==> config.mk <==
export PLATFORM = sky130hd
export DESIGN_NAME = if_refill_flat
export DESIGN_NICKNAME = d
export VERILOG_FILES = /design/src/rtl/if_refill_if.sv /design/src/rtl/if_refill.sv /design/src/flat_wrapper.sv
export SDC_FILE = /design/constraint.sdc
export NUM_CORES = 1
export LEC_CHECK = 0
export BUFFER_PORTS_ARGS = -buffer_cell sky130_fd_sc_hd__buf_2
export CAP_MARGIN = 10
export CORE_AREA = 2 2 137 139
export DETAILED_ROUTE_END_ITERATION = 10
export DIE_AREA = 0 0 139 141
export PLACE_DENSITY = 0.7
export RECOVER_POWER = 100
export SYNTH_ARGS = -nofsm -noshare
export SYNTH_HDL_FRONTEND = slang
export SYNTH_SLANG_ARGS = --single-unit
==> constraint.sdc <==
create_clock -name clk -period 2.2 [get_ports clk]
set_input_delay 0.22 -clock clk [delete_from_list [all_inputs] [get_ports clk]]
set_output_delay 0.22 -clock clk [all_outputs]
set_load 0.05 [all_outputs]
==> src/rtl/if_refill_if.sv <==
// AXI4 read address/data channels between the I-cache refill engine (master) and memory (slave).
interface if_refill_if;
  logic [63:0] m_araddr;
  logic [7:0]  m_arlen;
  logic [2:0]  m_arsize;
  logic [1:0]  m_arburst;
  logic        m_arvalid;
  logic        m_arready;
  logic [63:0] m_rdata;
  logic [1:0]  m_rresp;
  logic        m_rlast;
  logic        m_rvalid;
  logic        m_rready;

  modport master (
    output m_araddr, m_arlen, m_arsize, m_arburst, m_arvalid, m_rready,
    input  m_arready, m_rdata, m_rresp, m_rlast, m_rvalid
  );

  modport slave (
    input  m_araddr, m_arlen, m_arsize, m_arburst, m_arvalid, m_rready,
    output m_arready, m_rdata, m_rresp, m_rlast, m_rvalid
  );
endinterface

==> src/rtl/if_refill.sv <==
// I-cache refill: one AXI4 INCR burst of B 64-bit beats per miss, written into the data array, then a done pulse.
// IF_REFILL_ERR_EN adds a sticky refill_err for non-OKAY RRESP or a misplaced RLAST.
module if_refill #(
  parameter int B = 8,
  parameter int b = 3,
  parameter int y = 3
) (
  input  logic          clk,
  input  logic          reset_n,
  input  logic          IF_miss,
  input  logic [63:0]   IF_addr,
  output logic          refill_busy,
  output logic          refill_done,
  output logic [63:0]   refill_line,
  output logic          wr_en,
  output logic [b-1:0]  wr_idx,
  output logic [63:0]   wr_data,
`ifdef IF_REFILL_ERR_EN
  output logic          refill_err,
`endif
  if_refill_if.master   axi
);

  localparam int             OFF       = b + y;
  localparam logic [63:0]    LINE_MASK = (64'd1 << OFF) - 64'd1;
  localparam logic [b-1:0]   LAST      = b'(B - 1);

  typedef enum logic [1:0] {IDLE, ADDR, DATA, DONE} state_t;

  state_t        state_q, state_d;
  logic [63:0]   line_q, line_d;
  logic [b-1:0]  cnt_q, cnt_d;
  logic          wr_en_q, wr_en_d;
  logic [b-1:0]  wr_idx_q, wr_idx_d;
  logic [63:0]   wr_data_q, wr_data_d;
  logic          last_wr;

`ifdef IF_REFILL_ERR_EN
  logic          err_q, err_d;
`else
  logic          unused_rsp;
  assign unused_rsp = ^{axi.m_rresp, axi.m_rlast};
`endif

  // The final beat's write is still on the array port; hold off R and leave DATA next cycle.
  assign last_wr = wr_en_q && (wr_idx_q == LAST);

  always_ff @(posedge clk or negedge reset_n) begin
    if (!reset_n) begin
      state_q   <= IDLE;
      line_q    <= '0;
      cnt_q     <= '0;
      wr_en_q   <= 1'b0;
      wr_idx_q  <= '0;
      wr_data_q <= '0;
`ifdef IF_REFILL_ERR_EN
      err_q     <= 1'b0;
`endif
    end else begin
      state_q   <= state_d;
      line_q    <= line_d;
      cnt_q     <= cnt_d;
      wr_en_q   <= wr_en_d;
      wr_idx_q  <= wr_idx_d;
      wr_data_q <= wr_data_d;
`ifdef IF_REFILL_ERR_EN
      err_q     <= err_d;
`endif
    end
  end

  always_comb begin
    state_d       = state_q;
    line_d        = line_q;
    cnt_d         = cnt_q;
    wr_en_d       = 1'b0;
    wr_idx_d      = wr_idx_q;
    wr_data_d     = wr_data_q;
`ifdef IF_REFILL_ERR_EN
    err_d         = err_q;
`endif
    axi.m_arvalid = 1'b0;
    axi.m_rready  = 1'b0;
    refill_done   = 1'b0;
    case (state_q)
      IDLE: begin
        if (IF_miss) begin
          line_d  = IF_addr & ~LINE_MASK;
          cnt_d   = '0;
          state_d = ADDR;
        end
      end
      ADDR: begin
        axi.m_arvalid = 1'b1;
        if (axi.m_arready) state_d = DATA;
      end
      DATA: begin
        if (last_wr) begin
          state_d = DONE;
        end else begin
          axi.m_rready = 1'b1;
          if (axi.m_rvalid) begin
            wr_en_d   = 1'b1;
            wr_idx_d  = cnt_q;
            wr_data_d = axi.m_rdata;
            cnt_d     = cnt_q + 1'b1;
`ifdef IF_REFILL_ERR_EN
            if ((axi.m_rresp != 2'b00) || (axi.m_rlast != (cnt_q == LAST))) err_d = 1'b1;
`endif
          end
        end
      end
      DONE: begin
        refill_done = 1'b1;
        state_d     = IDLE;
      end
      default: state_d = IDLE;
    endcase
  end

  assign refill_busy   = (state_q != IDLE);
  assign refill_line   = line_q;
  assign wr_en         = wr_en_q;
  assign wr_idx        = wr_idx_q;
  assign wr_data       = wr_data_q;
  assign axi.m_araddr  = line_q;
  assign axi.m_arlen   = 8'(B - 1);
  assign axi.m_arsize  = 3'b011;
  assign axi.m_arburst = 2'b01;
`ifdef IF_REFILL_ERR_EN
  assign refill_err    = err_q;
`endif

endmodule

==> src/flat_wrapper.sv <==
// flat-port wrapper written by rule: the top's interface ports become plain ports
module if_refill_flat 
#(
  parameter int B = 8,
  parameter int b = 3,
  parameter int y = 3
)
  (clk, reset_n, IF_miss, IF_addr, refill_busy, refill_done, refill_line, wr_en, wr_idx, wr_data, axi_m_araddr, axi_m_arlen, axi_m_arsize, axi_m_arburst, axi_m_arvalid, axi_m_rready, axi_m_arready, axi_m_rdata, axi_m_rresp, axi_m_rlast, axi_m_rvalid);
  if_refill_if axi_i ();
  input  logic clk;
  input  logic reset_n;
  input  logic IF_miss;
  input  logic [63:0] IF_addr;
  output logic refill_busy;
  output logic refill_done;
  output logic [63:0] refill_line;
  output logic wr_en;
  output logic [b-1:0] wr_idx;
  output logic [63:0] wr_data;
  output wire logic [$bits(axi_i.m_araddr)-1:0] axi_m_araddr;
  output wire logic [$bits(axi_i.m_arlen)-1:0] axi_m_arlen;
  output wire logic [$bits(axi_i.m_arsize)-1:0] axi_m_arsize;
  output wire logic [$bits(axi_i.m_arburst)-1:0] axi_m_arburst;
  output wire logic [$bits(axi_i.m_arvalid)-1:0] axi_m_arvalid;
  output wire logic [$bits(axi_i.m_rready)-1:0] axi_m_rready;
  input wire logic [$bits(axi_i.m_arready)-1:0] axi_m_arready;
  input wire logic [$bits(axi_i.m_rdata)-1:0] axi_m_rdata;
  input wire logic [$bits(axi_i.m_rresp)-1:0] axi_m_rresp;
  input wire logic [$bits(axi_i.m_rlast)-1:0] axi_m_rlast;
  input wire logic [$bits(axi_i.m_rvalid)-1:0] axi_m_rvalid;
  assign axi_m_araddr = axi_i.m_araddr;
  assign axi_m_arlen = axi_i.m_arlen;
  assign axi_m_arsize = axi_i.m_arsize;
  assign axi_m_arburst = axi_i.m_arburst;
  assign axi_m_arvalid = axi_i.m_arvalid;
  assign axi_m_rready = axi_i.m_rready;
  assign axi_i.m_arready = axi_m_arready;
  assign axi_i.m_rdata = axi_m_rdata;
  assign axi_i.m_rresp = axi_m_rresp;
  assign axi_i.m_rlast = axi_m_rlast;
  assign axi_i.m_rvalid = axi_m_rvalid;
  if_refill #(.B(B), .b(b), .y(y)) u_core (.clk(clk), .reset_n(reset_n), .IF_miss(IF_miss), .IF_addr(IF_addr), .refill_busy(refill_busy), .refill_done(refill_done), .refill_line(refill_line), .wr_en(wr_en), .wr_idx(wr_idx), .wr_data(wr_data), .axi(axi_i));
endmodule
-- Word-level counts from Yosys, hierarchy flattened
Cells that the tools add are included.
- bits in registers: 131
- output and inout bits: 213
- word-level logic and storage cells: 40
- reductions and logical operators: 8
- muxes and demuxes: 15
- equal/unequal tests: 9
- $add $sub $neg: 1
- bitwise logic cells: 1
- operator list (cell ; number):
    $mux 3 ; 3
    $ne 2x2->1 const B ; 4
    $pmux 2 s4 ; 1
    $mux 1 ; 7
    $mux 2 ; 3
    $pmux 3 s2 ; 1
    $reduce_and 3->1 ; 2
    $eq 2x2->1 const B ; 2
    $reduce_and 4->1 ; 1
    $reduce_bool 2->1 ; 2
    $add 3x1->3 const B ; 1
    $eq 3x3->1 const B ; 1
    $eq 2x1->1 const B ; 1
    $logic_not 2->1 ; 1
    $ne 2x1->1 const B ; 1
    $reduce_and 2->1 ; 1
    $logic_and 1x1->1 ; 1
    $not 1->1 ; 1

-- Logic depth before layout (Yosys ltp)
- depth after elaboration: 4
- gate-level depth with buffers: 8
- depth with buffers taken out: 6

-- Worst setup path after synthesis
Ideal clock, no wire load.
- kind: reg2reg
- from: register u_core.wr_idx_q[1], in the netlist u_core.wr_idx[1]
- to: register u_core.wr_data_q[16], in the netlist u_core.wr_data[16]
- cell stages (with the launch flop): 8
- arrival time: 1.857 ns
- library setup time: 0.125 ns
- required time: 2.075 ns
- path slack: 0.218 ns
- cells stage by stage: dfrtp_1 nand4_2 nand2_2 inv_2 nand2_2 buf_6 buf_6 mux2_4
- cells in the longest elaborated chain, start to end: 4
- RTL lines (what ; RTL line ; text):
    start, declared ; if_refill.sv:34 ; logic [b-1:0] wr_idx_q, wr_idx_d;
    start signal, assigned ; if_refill.sv:64 ; wr_idx_q <= wr_idx_d;
    $eq 3x3->1 ; if_refill.sv:46 ; assign last_wr = wr_en_q && (wr_idx_q == LAST);
    $logic_and 1x1->1 ; if_refill.sv:46 ;
    $not 1->1 (no line) ; -- ;
    $reduce_and 3->1 (no line) ; -- ;
    end signal, assigned ; if_refill.sv:65 ; wr_data_q <= wr_data_d;
    end, declared ; if_refill.sv:35 ; logic [63:0] wr_data_q, wr_data_d;
No other way between the ends.
A chain may end at the register's enable or synchronous reset.

-- Worst setup path after layout
- from: register u_core.state_q[0]
- to: register u_core.wr_data_q[26], in the netlist u_core.wr_data[26]
- cells in the longest elaborated chain, start to end: 2
- RTL lines (what ; RTL line ; text):
    start, declared ; if_refill.sv:30 ; state_t state_q, state_d;
    start signal, assigned ; if_refill.sv:60 ; state_q <= state_d;
    $eq 2x2->1 ; if_refill.sv:85 ; case (state_q)
    $reduce_and 3->1 (no line) ; -- ;
No other way between the ends.

==> key figures <==
GRT
  – Number of global-route vias before repair: 3851
  – Remaining Overflow, GRT: 0
  – Largest net degree at the start of global routing: 58
  – Initial antenna violation count: 1
  – Global-route wire length before repair: slightly above 20000 microns
  – Total track usage: 13.3%

Yosys
  – Post-synth EDFFs: 0
  – Asr flop ratio synth: between 90% and 100%
  – Post-synthesis sequential area ratio: 57.2%
  – Seq cells post-synth: 131
  – Mapped Area: 5730 sq um
  – Mapped Cells: 391
  – Distinct cells, synth: 25
  – Syn avg cell area: 14.7 sq um
  – Primary FF master, synth: dfrtp_1
  – Synth Warn #: 0

Routing
  – # DRC: 0
  – Vias/cell: ~4.2
  – Metal3 WL: 1240 microns
  – DR WL met2: 6770 microns
  – Via count: 3844
  – Final ANT Viol Nets: 0
  – DRT Wirelength: 13300 microns
  – Starting DRT DRC Count: 72
  – Routed length per instance: 14.6 microns
  – Uppermost routed layer: met4
  – DRT Pass-1 Iters: 3
  – Met1 Routed Length: 5190 microns

Die
  – IO Count: around 350
  – Initial Util: 31.4%
  – Core Footprint: 18300 sq um
  – Chip width: 139 microns
  – Row count: 50
  – Total die area: 19600 sq um
  – DIE HEIGHT: 141 microns

CTS
  – Skew-Pair Late Insertion Delay: 410 ps
  – CTS tree: built
  – H-Tree Depth: 4
  – Post-CTS Setup Inserts: 0
  – Clk slew on worst S/H paths: 60 ps
  – Clk root buf: clkbuf_16
  – CTS buffer count: 17
  – CTS Buffer Depth: 2
  – Clock Sinks: about 130

Worst setup path
  – Worst Setup End Kind: flip-flop
  – Worst setup SP type: flip-flop
  – CP Class: reg -> reg
  – Critical path data required time: 2490 ps
  – Crit-path max FO: 19
  – Worst Path Arrival: roughly 2200 ps

Place
  – PortBufs: around 310
  – Dpl cells: slightly below 900
  – DP HPWL: 10100 microns
  – RePlAce Congestion: 0.744

Timing
  – Setup violators final: 0
  – Tmin final: between 1500 and 2000 ps
  – Period utilization: 86.5%
  – Peak Freq: 0.525 GHz
  – Final hold violation count: 0
  – Setup total negative slack: 0 ps
  – Slew HR: 1.23%
  – Max Slew Vio Count: 0
  – Worst slew pin tran: 1480 ps
  – RSZ-0062 raised after global routing: no
  – Skew final: 6.42 ps

Finish
  – Commonest non-fill, non-tap cells in the layout: 196 x clkbuf_1, 131 x dfrtp_1, 125 x buf_2
  – Syn-to-layout area delta: 30.4%
  – # diodes: 0
  – Reg area: 3280 sq um
  – Most common cell after layout, fill and taps aside: clkbuf_1
  – Final #Nets: 811
  – Post-Layout Cell Count: between 900 and 1000
  – Area of the multi-input gates: 1760 sq um
  – Layout cells sized above 1: between 40% and 50%
  – FILL cells: 1861

Run
  – Max-cap violation count: 0

Outcome
  – Status: finished, final reports clean

Hold path
  – Type of the most critical hold path: in -> reg
[state kept, by name (all words and copies together) (netlist names)]
register             count
u_core.wr_idx            3
u_core.cnt_q             3
u_core.state_q           2
u_core.axi.m_araddr     58
u_core.wr_en             1
u_core.wr_data          64
[worst max-delay path, stage by stage, from the launching register on]
cell	delay, ps
dfrtp_1	400
inv_1	90
ha_1	210
nand2_1	100
inv_1	100
nand2_4	280
clkbuf_2	260
mux2_1	340
[cell usage after synthesis, drive strengths merged (2+ instances only)]
master / count / share of area [%]
dfrtp: 131 / 57
mux2: 126 / 26
buf: 96 / 12
inv: 7 / 0.46
nand2: 7 / 0.55
ha: 6 / 1.3
nand3: 3 / 0.26
conb: 2 / 0.13
nand4: 2 / 0.33
o21ai: 2 / 0.17
[metrics by stage]
stage | hold slack [ps] | util [%] | cell area, sq um | worst slack [ps]
2_1_floorplan | -75.6 | - | 5820 | 218
3_3_place_gp | 236 | 39.4 | 7190 | 389
3_5_place_dp | 233 | 39.4 | 7190 | 353
4_1_cts | 13.9 | 42.7 | 7790 | 343
5_1_grt | 5.84 | 40.9 | 7470 | 117
6_report | 25.5 | 40.9 | 7470 | 296
[final timing paths]
path                            cells after the start            endpoint  slack, ps                from
worst min register to register                      1  u_core.wr_data[27]        500  u_core.wr_data[27]
worst min-delay path                                2  u_core.wr_data[31]         30     axi_m_rdata[31]
min in group asynchronous                           2  u_core.wr_data[10]        700             reset_n
worst max-delay path                                7  u_core.wr_data[26]        300   u_core.state_q[0]
worst max register to register                      7  u_core.wr_data[26]        300   u_core.state_q[0]
max in group asynchronous                           3  u_core.wr_data[36]        580             reset_n
[routing by layer]
layer / up-vias / track usage [%]
met5: - / 0
met4: 0 / 4.31
met3: 10 / 5.60
met2: 204 / 22.8
met1: 1841 / 15.1
li1: 1789 / -
[timing repair]
item / 4_1_cts / 5_1_grt
resized for setup: 0 / 0
hold buffers: 1 / 0
hold endpoints to repair: 55 / 0
[area by class of cell]
cell class | instances | area share [%]
repair buffers | 332 | 20.3
clock buffers | 18 | 5.74
well taps | 234 | 3.92
inverters | 7 | 0.352
flip-flops and latches | 131 | 43.9
multi-input cells | 180 | 23.6
clock inverters | 14 | 2.21
[kinds of logic (layout without fill, tap and decap cells)]
logic type               Yosys count  count (layout)  share of synthesized area (%)
flip-flops                       131             131                           57.2
buffers and inverters            103             371                           12.8
multiplexers                     126             126                           26.0
AND/OR/NAND/NOR                   17              17                           1.75
other                              2              25                          0.131
adder cells (fa/ha/maj)            6               6                           1.31
AO/OA/AOI/OAI                      6               6                          0.808
Power is not shown: default switching activity piles up to over one toggle a cycle in this logic, so the estimate is an artifact.
